## src/rtl/pipe_hazard_ctrl.sv

```systemverilog
// Pipeline hazard controller: load-use stall, taken-branch redirect flush and
// multi-cycle MDU hold, with saturating stall/redirect performance counters.
module pipe_hazard_ctrl #(
    parameter int REG_ADDR_W = 5,
    parameter int CNT_W      = 32
) (
    input  logic                  clk,
    input  logic                  rst,
    input  logic                  id_valid,
    input  logic [REG_ADDR_W-1:0] id_rs1_addr,
    input  logic [REG_ADDR_W-1:0] id_rs2_addr,
    input  logic                  id_uses_rs1,
    input  logic                  id_uses_rs2,
    input  logic                  ex_valid,
    input  logic                  ex_mem_read,
    input  logic [REG_ADDR_W-1:0] ex_rd_addr,
    input  logic                  ex_branch_taken,
    input  logic                  ex_mdu_req,
    input  logic                  mdu_done,
    output logic                  pc_write_en,
    output logic                  if_id_write_en,
    output logic                  if_id_flush,
    output logic                  id_ex_write_en,
    output logic                  id_ex_flush,
    output logic                  ex_mem_bubble,
    output logic                  mdu_busy,
    output logic [CNT_W-1:0]      stall_cycles,
    output logic [CNT_W-1:0]      flush_count
);

    typedef enum logic {RUN, MDU_WAIT} state_t;

    state_t           state_reg, state_next;
    logic [CNT_W-1:0] stall_reg, flush_reg;
    logic             load_use, redirect, hold;

    always_comb begin
        load_use = id_valid && ex_valid && ex_mem_read && (ex_rd_addr != '0) &&
                   ((id_uses_rs1 && (id_rs1_addr == ex_rd_addr)) ||
                    (id_uses_rs2 && (id_rs2_addr == ex_rd_addr)));
        redirect = (state_reg == RUN) && ex_valid && ex_branch_taken;
        hold     = ((state_reg == RUN) && ex_valid && ex_mdu_req) ||
                   ((state_reg == MDU_WAIT) && !mdu_done);
    end

    always_comb begin
        state_next     = state_reg;
        pc_write_en    = 1'b1;
        if_id_write_en = 1'b1;
        if_id_flush    = 1'b0;
        id_ex_write_en = 1'b1;
        id_ex_flush    = 1'b0;
        ex_mem_bubble  = 1'b0;
        mdu_busy       = (state_reg == MDU_WAIT);

        case (state_reg)
            RUN: begin
                // A redirect kills the MDU op in EX, so it never enters the wait.
                if (redirect) begin
                    if_id_flush = 1'b1;
                    id_ex_flush = 1'b1;
                end else if (hold) begin
                    pc_write_en    = 1'b0;
                    if_id_write_en = 1'b0;
                    id_ex_write_en = 1'b0;
                    ex_mem_bubble  = 1'b1;
                    state_next     = MDU_WAIT;
                end else if (load_use) begin
                    pc_write_en    = 1'b0;
                    if_id_write_en = 1'b0;
                    id_ex_flush    = 1'b1;
                end
            end
            MDU_WAIT: begin
                if (hold) begin
                    pc_write_en    = 1'b0;
                    if_id_write_en = 1'b0;
                    id_ex_write_en = 1'b0;
                    ex_mem_bubble  = 1'b1;
                end else begin
                    state_next = RUN;
                end
            end
            default: state_next = RUN;
        endcase
    end

    always_ff @(posedge clk) begin
        if (rst) begin
            state_reg <= RUN;
            stall_reg <= '0;
            flush_reg <= '0;
        end else begin
            state_reg <= state_next;
            if (!pc_write_en && (stall_reg != '1))
                stall_reg <= stall_reg + CNT_W'(1);
            if (redirect && (flush_reg != '1))
                flush_reg <= flush_reg + CNT_W'(1);
        end
    end

    assign stall_cycles = stall_reg;
    assign flush_count  = flush_reg;

endmodule

```

## config.mk

```make
export PLATFORM = sky130hd
export DESIGN_NAME = pipe_hazard_ctrl
export DESIGN_NICKNAME = d
export VERILOG_FILES = /design/src/rtl/pipe_hazard_ctrl.sv
export SDC_FILE = /design/constraint.sdc
export NUM_CORES = 1
export LEC_CHECK = 0
export BUFFER_PORTS_ARGS = -buffer_cell sky130_fd_sc_hd__buf_2
export CORE_MARGIN = 5
export CORE_UTILIZATION = 50
export CTS_CLUSTER_SIZE = 14
export DETAILED_ROUTE_END_ITERATION = 6
export PLACE_DENSITY_LB_ADDON = 0.25
export SYNTH_ARGS = -nofsm -noshare
export SYNTH_HDL_FRONTEND = slang
export SYNTH_SLANG_ARGS = --single-unit
```

## constraint.sdc

```tcl
create_clock -name clk -period 2.4 [get_ports clk]
set_input_delay 0.12 -clock clk [delete_from_list [all_inputs] [get_ports clk]]
set_output_delay 0.12 -clock clk [all_outputs]
set_load 0.01 [all_outputs]
```

### Yosys cells after proc, flatten, opt, wreduce, memory -nomap -nowiden

Cells that the tools add are included.

| storage, ports and cells | value |
|---|---|
| register bits | 65 |
| input port bits | 25 |
| output and inout bits | 71 |
| logic and storage cells | 43 |

| operators by class | value |
|---|---|
| add/sub/neg operators | 2 |
| equality and inequality tests | 4 |
| multiplexer cells | 16 |
| bitwise logic cells | 1 |
| reductions and logical operators | 17 |

Operators with widths:

| cell | count |
|---|---|
| adder 32 x 1 -> 32 bit (second input constant) | 2 |
| inequality test 32 bit (second input constant) | 2 |
| 2-to-1 mux 1 bit | 13 |
| logical AND 1 bit | 12 |
| equality test 5 bit | 2 |
| case mux 1 bit (2 select lines) | 3 |
| nonzero test 5 bit | 1 |
| logical NOT 1 bit | 2 |
| logical OR 1 bit | 2 |
| inverter 1 bit | 1 |

### Longest topological paths before layout

| logic depth | value |
|---|---|
| word-level depth | 10 |
| gate-level depth with buffers | 10 |
| mapped depth without buffers | 8 |

### Least setup slack after synthesis

Ideal clock, no wire load.

| timing path | value |
|---|---|
| kind | register to register |
| start point | register stall_reg[0] (netlist: stall_cycles[0]) |
| end point | register stall_reg[8] (netlist: stall_cycles[8]) |
| library setup time | 128 ps |
| arrival time | 1904 ps |
| required time | 2272 ps |
| slack | 368 ps |
| cell stages (with the launch flop) | 11 |
| path buffers | 2 |
| clock period less this slack | 2032 ps |
| path through | dfxtp_1 > ha_1 > nand2_1 > nor3_4 > nand4_1 > or2_4 > buf_6 > buf_6 > nand3b_1 > xor2_1 > nor2_1 |

| on the way | value |
|---|---|
| cells in the longest elaborated chain, start to end | 2 |
| elaborated cells on any way between the ends | 3 |
| those cells by class | add/sub: 1; eq/ne: 1; reduce/logical: 1 |

Ends and longest elaborated chain:

| item | line | source |
|---|---|---|
| from (decl) | 34 | `logic [CNT_W-1:0] stall_reg, flush_reg;` |
| from (signal assigned) | 96 | `stall_reg <= stall_reg + CNT_W'(1);` |
| parallel branches: the longest is 2 deep, another holds adder 32 x 1 -> 32 bit | - |  |

Several ways; the timed one is not identified.
A chain may end at the register's enable or synchronous reset.

### Worst setup path in the final report

| timing path | value |
|---|---|
| start point | register stall_reg[0] (netlist: stall_cycles[0]) |
| end point | register stall_reg[27] (netlist: stall_cycles[27]) |

The elaborated chain is that of the path after synthesis.

==> summary.txt <==
Synthesis
  • Post-synth EDFFs: 0
  • Cells after synthesis: 399
  • Cell Area, Synth: 3340 sq um
  • Synth Area per Inst: 8.36 sq um
  • Asr flop ratio synth: 0%
  • Sequential share of the synthesized area: 39.0%
  • Syn Nets: 426
  • Yosys reg bits: 65
  • Yosys cell types: 47
  • Synth warn: 0
  • Synth Flop Type: dfxtp_1

Job
  • Max-cap violation count: 0

Clock tree
  • Post-CTS setup buffer count: 0
  • CTS tree: yes
  • H-tree levels: 3
  • CTS clock-pin slew for the worst setup and hold paths: 0.07 ns
  • Clock sink count: 65
  • Clk_lat worst skew: 0.35 ns
  • PostCTS Resize Cnt: 0
  • Hold-fix buffers at CTS: 0
  • Root Driver: clkbuf_8
  • CTS Buffer Depth: 2
  • CTS Buf Count: 9

Final layout
  • Area Growth Syn to Fin: 22.9%
  • Layout Cells excl Fill: 581
  • Nets: 526
  • Share of cells above drive strength 1: 27.2%
  • FF/Latch Area: 1300 sq um
  • Ant. Diodes: 0
  • Final Cell Area: 4100 sq um
  • Number of fill cells: 604
  • Multi-input gate area: 1930 sq um

Global routing
  • Total track usage: 20.4%
  • Vias in the first global route: 3059
  • First-pass GRT wire length: 14.2 mm
  • Antenna violations before repair: 0
  • Congestion Overflow GR: 0
  • Largest net degree at the start of global routing: 39

Critical path
  • CP max FO: 21
  • Largest delay share family, worst path: simple AND/OR/NAND/NOR gates
  • Critical path buffers and inverters: 0
  • R2R Setup Slk: 0.28 ns
  • Worst r2r src: stall_cycles[0]$_SDFFE_PP0P_
  • FF-to-FF End: stall_cycles[27]$_SDFFE_PP0P_
  • CP Cell Sequence: ha_1, nand2_1, nor3_4, nand4_1, or2_4, nand2_2, or4_1, a21oi_1
  • CP Capture Type: flop
  • Critical Path Slowest Stage Cell: or4_1
  • Worst path depth: 8
  • Reg2Reg Depth: 8
  • CP max stage delay: 0.53 ns
  • Crit path capture: stall_cycles[27]$_SDFFE_PP0P_
  • Arr. time, crit path: 2.39 ns
  • Critical path class: reg2reg
  • Critical path required time: 2.67 ns
  • Worst setup path startpoint: stall_cycles[0]$_SDFFE_PP0P_
  • Critical path launch point type: flop

Floorplanning
  • Die Footprint: 8410 sq um
  • Die X: 91.7 um
  • FP Rows: 29
  • Top-Level Pins: 96
  • Starting Density: 52.0%
  • Die Y: 91.7 um
  • Core ar.: 6420 sq um

Placed design
  • Placed cell area: 3900 sq um
  • Port Buffers: 95
  • Placed Cells: 565
  • Pre-CTS setup slack: 0.300 ns
  • Routability congestion estimate: 0.864
  • Hpwl dp: 6.21 mm

Detailed routing
  • Post-Route WL: 8.35 mm
  • Final antenna-violating net count: 0
  • DR iter-0 viols: 177
  • Drt via density: 5.45
  • DR vias: 3167
  • # DRC: 0
  • Pre-Repair DR Iteration Count: 5
  • Routed len/inst: 14.4 um

Power and ir drop
  • Tot Pwr: 2.16 mW
  • LEAKAGE: 1.75 nW
  • Power per cell area: 527 nW/um^2
  • VDD IR max: 0.360 mV

Timing
  • Fin Setup TNS: 0 ns
  • Fmax: 0.471 GHz
  • Max-slew headroom: 60.7%
  • RSZ-0062 raised after global routing: no
  • Tcrit/Tclk final: 88.5%
  • Layout Skew: 0.0107 ns
  • Final slew viol count: 0
  • Setup ws final: 0.276 ns
  • Final Hold Vio Count: 0
  • Worst slew pin tran: 0.586 ns
  • Final setup viols: 0
  • Final min period: 2.12 ns

Hold path
  • Worst min-delay path class: in2reg

Status
  • Status: finished clean
## sequential cells by signal, summed over array words and instances (netlist names)
name / flops
mdu_busy: 1
stall_cycles: 32
flush_count: 32
## cells in the final DEF (no fill, tap or decap), types with 3 or more instances in the layout
master / netlist / layout
o31ai_1: 3 / 3
xnor2_1: 17 / 17
nand2_1: 30 / 30
a21oi_1: 15 / 15
nor2_1: 68 / 68
buf_2: 2 / 95
buf_4: 1 / 7
nand4_1: 23 / 23
inv_1: 6 / 6
nor4_1: 3 / 3
or3_1: 9 / 9
xor2_1: 41 / 41
nor3_1: 9 / 9
and3_1: 14 / 14
o21ai_0: 9 / 9
clkbuf_8: 0 / 9
clkinvlp_4: 0 / 3
or4_1: 4 / 4
dfxtp_1: 65 / 65
nand3_1: 36 / 36
## worst register-to-register path, stage by stage, from the launching register on
cell and delay [ns]:
dfxtp_1 0.37, ha_1 0.25, nand2_1 0.14, nor3_4 0.06, nand4_1 0.10, or2_4 0.29, nand2_2 0.17, or4_1 0.53
a21oi_1 0.15
## cell usage after synthesis (2+ instances only)
master | instances | area, sq um
nand4_1 | 23 | 144
and4_1 | 2 | 17.5
xor2_1 | 41 | 359
xnor2_1 | 17 | 149
and3_4 | 2 | 22.5
or4_1 | 4 | 30.0
nand3_1 | 36 | 180
ha_1 | 2 | 25.0
a21oi_1 | 15 | 75.1
o21ai_0 | 9 | 45.0
nor2_1 | 68 | 255
buf_6 | 3 | 33.8
dfxtp_1 | 65 | 1300
nand2_1 | 30 | 113
and3_1 | 14 | 87.6
nor4_4 | 2 | 42.5
buf_2 | 2 | 10.0
or3_1 | 9 | 56.3
clkbuf_1 | 8 | 30.0
o31ai_1 | 3 | 22.5
inv_1 | 6 | 22.5
nand2_2 | 2 | 12.5
nor3_1 | 9 | 45.0
nand3_2 | 2 | 20.0
nor4_1 | 3 | 18.8
## worst min path at each step
stage	start	end	depth (start not counted)
floorplan	rst	stall_cycles[22]$_SDFFE_PP0P_	2
global placement	stall_cycles[31]$_SDFFE_PP0P_	stall_cycles[31]$_SDFFE_PP0P_	2
detailed placement	ex_branch_taken	mdu_busy$_SDFF_PP0_	3
CTS	ex_branch_taken	mdu_busy$_SDFF_PP0_	3
global route	ex_branch_taken	mdu_busy$_SDFF_PP0_	3
finish	ex_branch_taken	mdu_busy$_SDFF_PP0_	3
## routing by layer
metal / global-route usage [%] / share of wire (%) / up-vias
li1: - / - / 1604
met1: 24.7 / 43 / 1481
met2: 34.2 / 50 / 76
met3: 7.12 / 6.1 / 6
met4: 6.56 / 1.1 / 0
met5: 0 / 0 / -
## per-stage QoR
step / utilization [%] / hold slack (ns)
3_5_place_dp: 60.7 / 0.501
3_3_place_gp: 60.7 / 0.486
4_1_cts: 63.9 / 0.133
2_1_floorplan: - / 0.342
6_report: 63.9 / 0.146
5_1_grt: 63.9 / 0.153
## kinds of logic after synthesis
family	Yosys count	share of synthesized area, %
adders and majority gates	2	0.750
muxes	2	0.637
xor gates and xnor gates	58	15.2
AOI/OAI and AO/OA	35	6.30
DFF	65	39.0
and+or+nand+nor	217	35.0
buffers and inverters	20	3.11
## area by class of cell
class | count | area share (%)
timing repair buffer | 103 | 13.4
inverter | 6 | 0.549
clock inverter | 7 | 1.92
multi-input combinational | 314 | 47.1
tap | 77 | 2.35
sequential | 65 | 31.7
clock buffer | 9 | 3.02
## power breakdown
part	leakage [nW]	internal, mW	switching (mW)	total, mW
combinational	1.14	0.0504	0.0685	0.119
clock	0.0921	0.486	0.470	0.956
sequential	0.524	1.08	0.00621	1.09
total	1.75	1.62	0.545	2.16
No activity file was read; power rests on OpenSTA's default activity.
